$ cat src/rtl/poly_eval_horner.sv
// Polynomial evaluator using Horner's rule. It performs one multiply-accumulate per clock.
// Coefficients (highest first) and x are entered one at a time through a press/release go handshake.
module poly_eval_horner #(
    parameter int WIDTH  = 8,
    parameter int DEGREE = 3,
    parameter int IW     = $clog2(DEGREE + 1)
) (
    input  logic             clk,
    input  logic             reset,
    input  logic             go,
    input  logic             reuse_coef,
    input  logic [WIDTH-1:0] data_in,
    output logic [WIDTH-1:0] result,
    output logic             overflow,
    output logic             done,
    output logic             busy,
    output logic [IW-1:0]    coef_idx,
    output logic             x_pending
);

    typedef enum logic [2:0] {
        LD_COEF   = 3'd0,
        LD_COEF_W = 3'd1,
        LD_X      = 3'd2,
        LD_X_W    = 3'd3,
        CALC      = 3'd4,
        DONE      = 3'd5
    } state_t;

    state_t             state_r;
    logic [IW-1:0]      k_r;
    logic [WIDTH-1:0]   c_r [0:DEGREE];
    logic [WIDTH-1:0]   x_r;
    logic [WIDTH-1:0]   acc_r;
    logic [WIDTH-1:0]   result_r;
    logic               overflow_r;

    logic [2*WIDTH-1:0] prod_s;
    logic [2*WIDTH:0]   mac_s;
    logic               mac_ovf_s;

    // Full-precision Horner step: acc * x + c[k]; any bit above WIDTH marks an overflow.
    assign prod_s    = {{WIDTH{1'b0}}, acc_r} * {{WIDTH{1'b0}}, x_r};
    assign mac_s     = {1'b0, prod_s} + {{(WIDTH + 1){1'b0}}, c_r[k_r]};
    assign mac_ovf_s = |mac_s[2*WIDTH:WIDTH];

    assign result    = result_r;
    assign overflow  = overflow_r;
    assign done      = (state_r == DONE);
    assign busy      = (state_r == CALC);
    assign x_pending = (state_r == LD_X) || (state_r == LD_X_W);
    assign coef_idx  = k_r;

    // Control FSM together with the operand, accumulator and result registers.
    always_ff @(posedge clk) begin
        if (reset) begin
            state_r    <= LD_COEF;
            k_r        <= IW'(DEGREE);
            for (int i = 0; i <= DEGREE; i++) begin
                c_r[i] <= {WIDTH{1'b0}};
            end
            x_r        <= {WIDTH{1'b0}};
            acc_r      <= {WIDTH{1'b0}};
            result_r   <= {WIDTH{1'b0}};
            overflow_r <= 1'b0;
        end else begin
            case (state_r)
                LD_COEF: begin
                    if (go) begin
                        c_r[k_r] <= data_in;
                        state_r  <= LD_COEF_W;
                    end
                end
                LD_COEF_W: begin
                    if (!go) begin
                        if (k_r == IW'(0)) begin
                            state_r <= LD_X;
                        end else begin
                            k_r     <= k_r - IW'(1);
                            state_r <= LD_COEF;
                        end
                    end
                end
                LD_X: begin
                    if (go) begin
                        x_r     <= data_in;
                        state_r <= LD_X_W;
                    end
                end
                LD_X_W: begin
                    // Overflow restarts here so it only ever describes the evaluation in flight.
                    if (!go) begin
                        acc_r      <= c_r[DEGREE];
                        k_r        <= IW'(DEGREE - 1);
                        overflow_r <= 1'b0;
                        state_r    <= CALC;
                    end
                end
                CALC: begin
                    acc_r <= mac_s[WIDTH-1:0];
                    if (mac_ovf_s) begin
                        overflow_r <= 1'b1;
                    end
                    if (k_r == IW'(0)) begin
                        result_r <= mac_s[WIDTH-1:0];
                        state_r  <= DONE;
                    end else begin
                        k_r <= k_r - IW'(1);
                    end
                end
                DONE: begin
                    if (reuse_coef) begin
                        state_r <= LD_X;
                    end else begin
                        k_r     <= IW'(DEGREE);
                        state_r <= LD_COEF;
                    end
                end
                default: begin
                    k_r     <= IW'(DEGREE);
                    state_r <= LD_COEF;
                end
            endcase
        end
    end

endmodule

$ cat config.mk
export PLATFORM = sky130hd
export DESIGN_NAME = poly_eval_horner
export DESIGN_NICKNAME = d
export VERILOG_FILES = /design/src/rtl/poly_eval_horner.sv
export SDC_FILE = /design/constraint.sdc
export NUM_CORES = 1
export LEC_CHECK = 0
export ABC_CLOCK_PERIOD_IN_PS = 14200
export BUFFER_PORTS_ARGS = -buffer_cell sky130_fd_sc_hd__buf_2
export CORE_MARGIN = 4
export CORE_UTILIZATION = 25
export CTS_BUF_LIST = sky130_fd_sc_hd__clkbuf_16
export CTS_CLUSTER_DIAMETER = 80
export DETAILED_ROUTE_END_ITERATION = 12
export SKIP_LAST_GASP = 1
export SYNTH_ARGS = -nofsm -noshare
export SYNTH_HDL_FRONTEND = slang
export SYNTH_SLANG_ARGS = --single-unit
$ cat constraint.sdc
create_clock -name clk -period 14.2 [get_ports clk]
set_input_delay 2.13 -clock clk [delete_from_list [all_inputs] [get_ports clk]]
set_output_delay 2.13 -clock clk [all_outputs]
set_load 0.01 [all_outputs]
=== After elaboration in Yosys (flattened, before gate mapping) ===
Memory sizes are Yosys's and may differ from the RTL's. A register that Yosys moved wholly into a read port is not among the register bits.
Index checks and enable logic that the tools add are counted.

* Bits in registers: 30
* Bits in latches: 0
* RAM bits: 32
* Memory bits (read-only): 0
* Output and inout port bits: 14
* Memories kept: 1

* Add/subtract/negate cells: 2
* Multiply operators: 1
* Div/mod/pow operators: 0
* Order comparisons: 0
* Equality and inequality tests: 12
* Shift operators: 0
* Multiplexer cells: 29
* Bitwise logic cells: 1
* Reductions and logical operators: 13

{| class="wikitable"
|+ Memory list
! memory !! depth !! bits a word !! read ports !! clocked after memory_dff !! write ports !! line !! text
|-
| c_r || 4 || 8 || 2 || 1 || 4 || 32 || <nowiki>logic [WIDTH-1:0] c_r [0:DEGREE];</nowiki>
|}

{| class="wikitable"
|+ Operator list
! operator !! number
|-
| $mux 2 || 9
|-
| $pmux 3 s6 || 1
|-
| $add 16x8->17 || 1
|-
| $mul 8x8->16 || 1
|-
| $mux 8 || 2
|-
| $pmux 8 s2 || 1
|-
| $mux 3 || 5
|-
| $ne 2x2->1 const B || 5
|-
| $pmux 2 s5 || 1
|-
| $mux 1 || 9
|-
| $reduce_or 9->1 || 1
|-
| $reduce_or 8->1 || 1
|-
| $eq 3x2->1 const B || 2
|-
| $eq 3x3->1 const B || 2
|-
| $reduce_and 2->1 || 3
|-
| $reduce_and 5->1 || 1
|-
| $ne 2x1->1 const B || 2
|-
| $reduce_and 4->1 || 1
|-
| $eq 3x1->1 const B || 1
|-
| $logic_not 3->1 || 1
|-
| $reduce_and 3->1 || 1
|-
| $logic_not 2->1 || 1
|-
| $pmux 1 s2 || 1
|-
| $reduce_bool 2->1 || 1
|-
| 4 further kinds || 4
|}

=== Longest topological paths before layout ===
* Word-level depth: 6
* Gate-level depth with buffers: 20

=== Worst setup path after synthesis ===
No wires, ideal clock.

* Path kind: register to register
* Start: register (tool-made name)
* End: register overflow_r, in the netlist overflow
* Setup time: 0.132 ns
* Data arrival time: 4.742 ns
* Setup slack: 9.327 ns
* Stages on the path, launching flop included: 16
* Path buffers: 1
* Clock period less this slack: 4.873 ns
* Path through: dfxtp_1 > clkbuf_1 > mux4_2 > fa_1 > inv_1 > fa_1 > fa_1 > fa_1 > inv_1 > ha_1 > a222oi_1 > o2111ai_1 > nor4b_2 > nand3_1 > nor4_1 > a311oi_1

{| class="wikitable"
|+ RTL lines
! element !! line !! text
|-
| end signal, assigned || 65 || <nowiki>overflow_r <= 1'b0;</nowiki>
|-
| end signal, assigned || 95 || <nowiki>overflow_r <= 1'b0;</nowiki>
|-
| end signal, assigned || 102 || <nowiki>overflow_r <= 1'b1;</nowiki>
|-
| end, declared || 36 || <nowiki>logic overflow_r;</nowiki>
|}

==> results.md <==
- Initial antenna violation count: 0
- CTS resizes: 0
- HP Class: reg -> reg
- Root buf cell: clkbuf_16
- Worst VDD drop: 0.0000905 V
- Final period utilization: 36.2%
- Cts bufs inserted: 9
- Slew Limit Fails: 0
- Final hold vios: 0
- Synth area leader: edfxtp_1
- NetSw: 105 uW
- Worst-margin pin slew: 0.795 ns
- Crit-path cells: mux4_2 -> fa_1 -> inv_1 -> fa_1 -> fa_1 -> fa_1 -> inv_1 -> ha_1 -> o21ai_0 -> nor2_1 -> o21ai_0 -> o31ai_1 -> xor2_1 -> nor4_1 -> a311oi_1
- Crit-path most repeated cell: fa_1
- EDFF count, synth: 32
- Main combinational cell family by area after synthesis: adder cells
- Final setup fails: 0
- Diode count: 0
- Compound-Gate Fraction of Synth Area: 8.63%
- Worst path slowest cell: dfxtp_1
- Register area share after synthesis: 31.7%
- Final Cell Area: 0.00571 sq mm
- Synth Instances: 544
- Ranking of synthesized cells by area: edfxtp_1 19%, fa_1 17%, dfxtp_1 13%
- Async SR Flop Fraction: 0%
- Clock power share: 48.5%
- CTS tree: done
- Simple-gate share of the synthesized area: 18.2%
- Post-Syn Area: 0.00506 sq mm
- Core Util, Final: 29.0%
- Clock Latency Late Sink: 0.33 ns
- Max_slew headroom: 46.6%
- Sequential share of power: 44.8%
- Synthesis Warnings: 0
- TritonCTS Sinks: 64
- CP max stage delay: 0.62 ns
- TritonRoute pass-1 iters: 4
- Combinational share of power: 6.7%
- Via/cell ratio: 4.33
- Top Ports: 26
- Largest net degree at the start of global routing: 36
- Die Wd: 150 um
- Number of global-route vias before repair: 3674
- Top delay family on crit path: adder cells
- Synth cell types: 49
- Syn_nets: 640
- Max frequency: 195 MHz
- Top cell type's share of synthesized area: 19.0%
- Worst-path fanout max: 8
- DRT Wirelength: 11000 um
- Crit path kind: reg -> reg
- Clk_skew: 0.00917 ns
- Post-Synth Adder-Cell Area: 27.3%
- Synth-to-layout area growth: 12.9%
- Critical Path RT: 14.38 ns
- RSZ-0062 raised after global routing: no
- DR WL/cell: 13.3 um
- Synth Flop Type: edfxtp_1
- Crit start category: flip-flop
- FF+latch count, synth: 64
- Drt drc: 0
- Clk pin slew, worst setup/hold paths: 0.06 ns
- Most common cell after layout, fill and taps aside: nand2_1
- Arr. time, crit path: 5.32 ns
- Max Cap Viol: 0
- Post-CTS setup buffer count: 0
- Mux contribution to synthesized area: 5.76%
- Post-synthesis xor/xnor area fraction: 0.693%
- Routed vias: 3573
- Final ANT Viol Nets: 0
- Post-DP Area: 0.00541 sq mm
- Clock Tree Buf Depth: 2
- Die Area: 0.0226 sq mm
- Core area: 0.0197 sq mm
- Crit. End Element: flip-flop
- Worst Path Buf+Inv: 2
- Htree depth: 3
- Post-CTS Hold Buffers: 0
- Outcome: complete, no violations
- Die Y: 150 um
- Setup TNS: 0 ns
- # nets final: 651
- Share of cells above drive strength 1: 10.4%
- Global routing usage summed across all routing layers: 10.2%
- Initial Util: 25.7%
- Internal: 347 uW
- Reg-to-reg setup timing slack: 9.06 ns
- Initial drt markers: 180
- Avg Cell Area, Syn: 9.30 sq um
- Power per cell area: 79.1 mW/mm^2
- Sw Share: 23.2%
- DP HPWL: 8900 um
- I/O Buffers: 25
- Leakage: 2.40 nW
- Tmin final: 5.14 ns
- First-pass GRT wire length: 18700 um
- GRT Residual Overflow: 0
- Worst hold slack: 0.450 ns
- Most frequent cells in the layout: 90 x nand2_1, 77 x inv_1, 57 x nor2_1
- RD Place Congestion: 0.807
- Cell row count: 51
final cells by class:
cell class	instances	area, sq um
fillers	2147	13900
repair buffers	25	125
flip-flops and latches	64	1600
inverters	78	293
well taps	265	332
clock inverters	7	70.1
multi-input cells	377	3060
clock buffers	9	225
metrics by stage:
stage	power, mW	instances	setup WS [ns]
after floorplan	0.227	544	9.33
after global placement	0.237	809	9.13
after detailed placement	0.237	809	9.02
after CTS	0.455	825	9.00
after global routing	0.468	825	8.64
final	0.452	825	9.06
cell families after synthesis:
family / Yosys count
xor+xnor: 4
fa+ha+maj: 84
compound gates: 68
mux: 19
buf+inv: 103
flops: 64
simple gates: 202
registers in the layout (all words and copies together) (netlist names), named ones only:
register,count
overflow,1
result,8
c_r,32
x_r,8
coef_idx,2
state_r,3
acc_r,8
cells in the mapped netlist, types with 2 or more instances:
| cell | count |
|---|---|
| dfxtp_1 | 32 |
| o21ai_0 | 16 |
| a21oi_1 | 21 |
| nand3_1 | 2 |
| o31ai_1 | 2 |
| ha_1 | 40 |
| nor2_2 | 2 |
| o21a_1 | 3 |
| nand2b_1 | 9 |
| mux2i_1 | 10 |
| nor3_1 | 3 |
| nor2b_1 | 3 |
| inv_1 | 77 |
| edfxtp_1 | 32 |
| xnor2_1 | 2 |
| nand2_1 | 90 |
| a21o_1 | 4 |
| a311oi_1 | 8 |
| o21bai_1 | 2 |
| clkbuf_1 | 21 |
| a211oi_1 | 5 |
| and2_1 | 25 |
| nor2_1 | 57 |
| buf_2 | 2 |
| fa_1 | 44 |
| xor2_1 | 2 |
| mux4_2 | 8 |
routing by layer:
metal  global-route usage, %  vias up  wire length (um)
li1                        -     1795                 -
met1                    13.5     1709              5120
met2                    17.9       56              5450
met3                    1.38       13               298
met4                    2.06        0               124
met5                       0        -                 0
worst paths after layout:
path                                 from         to  cells past startpoint
worst min register to register  result[2]  result[2]                      2
worst max-delay path            flip-flop   overflow                     15
worst min-delay path            result[2]  result[2]                      2
worst max register to register  flip-flop   overflow                     15
worst min-delay path: stages (launching register included):
cell	delay, ns
dfxtp_1	0.30
nand2_1	0.05
a21oi_1	0.05
power groups by stage:
| stage | clock network [mW] | logic, mW | registers [mW] |
|---|---|---|---|
| floorplan | 0 | 0.0227 | 0.204 |
| global placement | 0 | 0.0302 | 0.206 |
| detailed placement | 0 | 0.0304 | 0.206 |
| CTS | 0.222 | 0.0306 | 0.202 |
| global route | 0.230 | 0.0346 | 0.203 |
| finish | 0.219 | 0.0301 | 0.202 |
No activity file was read; power rests on OpenSTA's default activity.
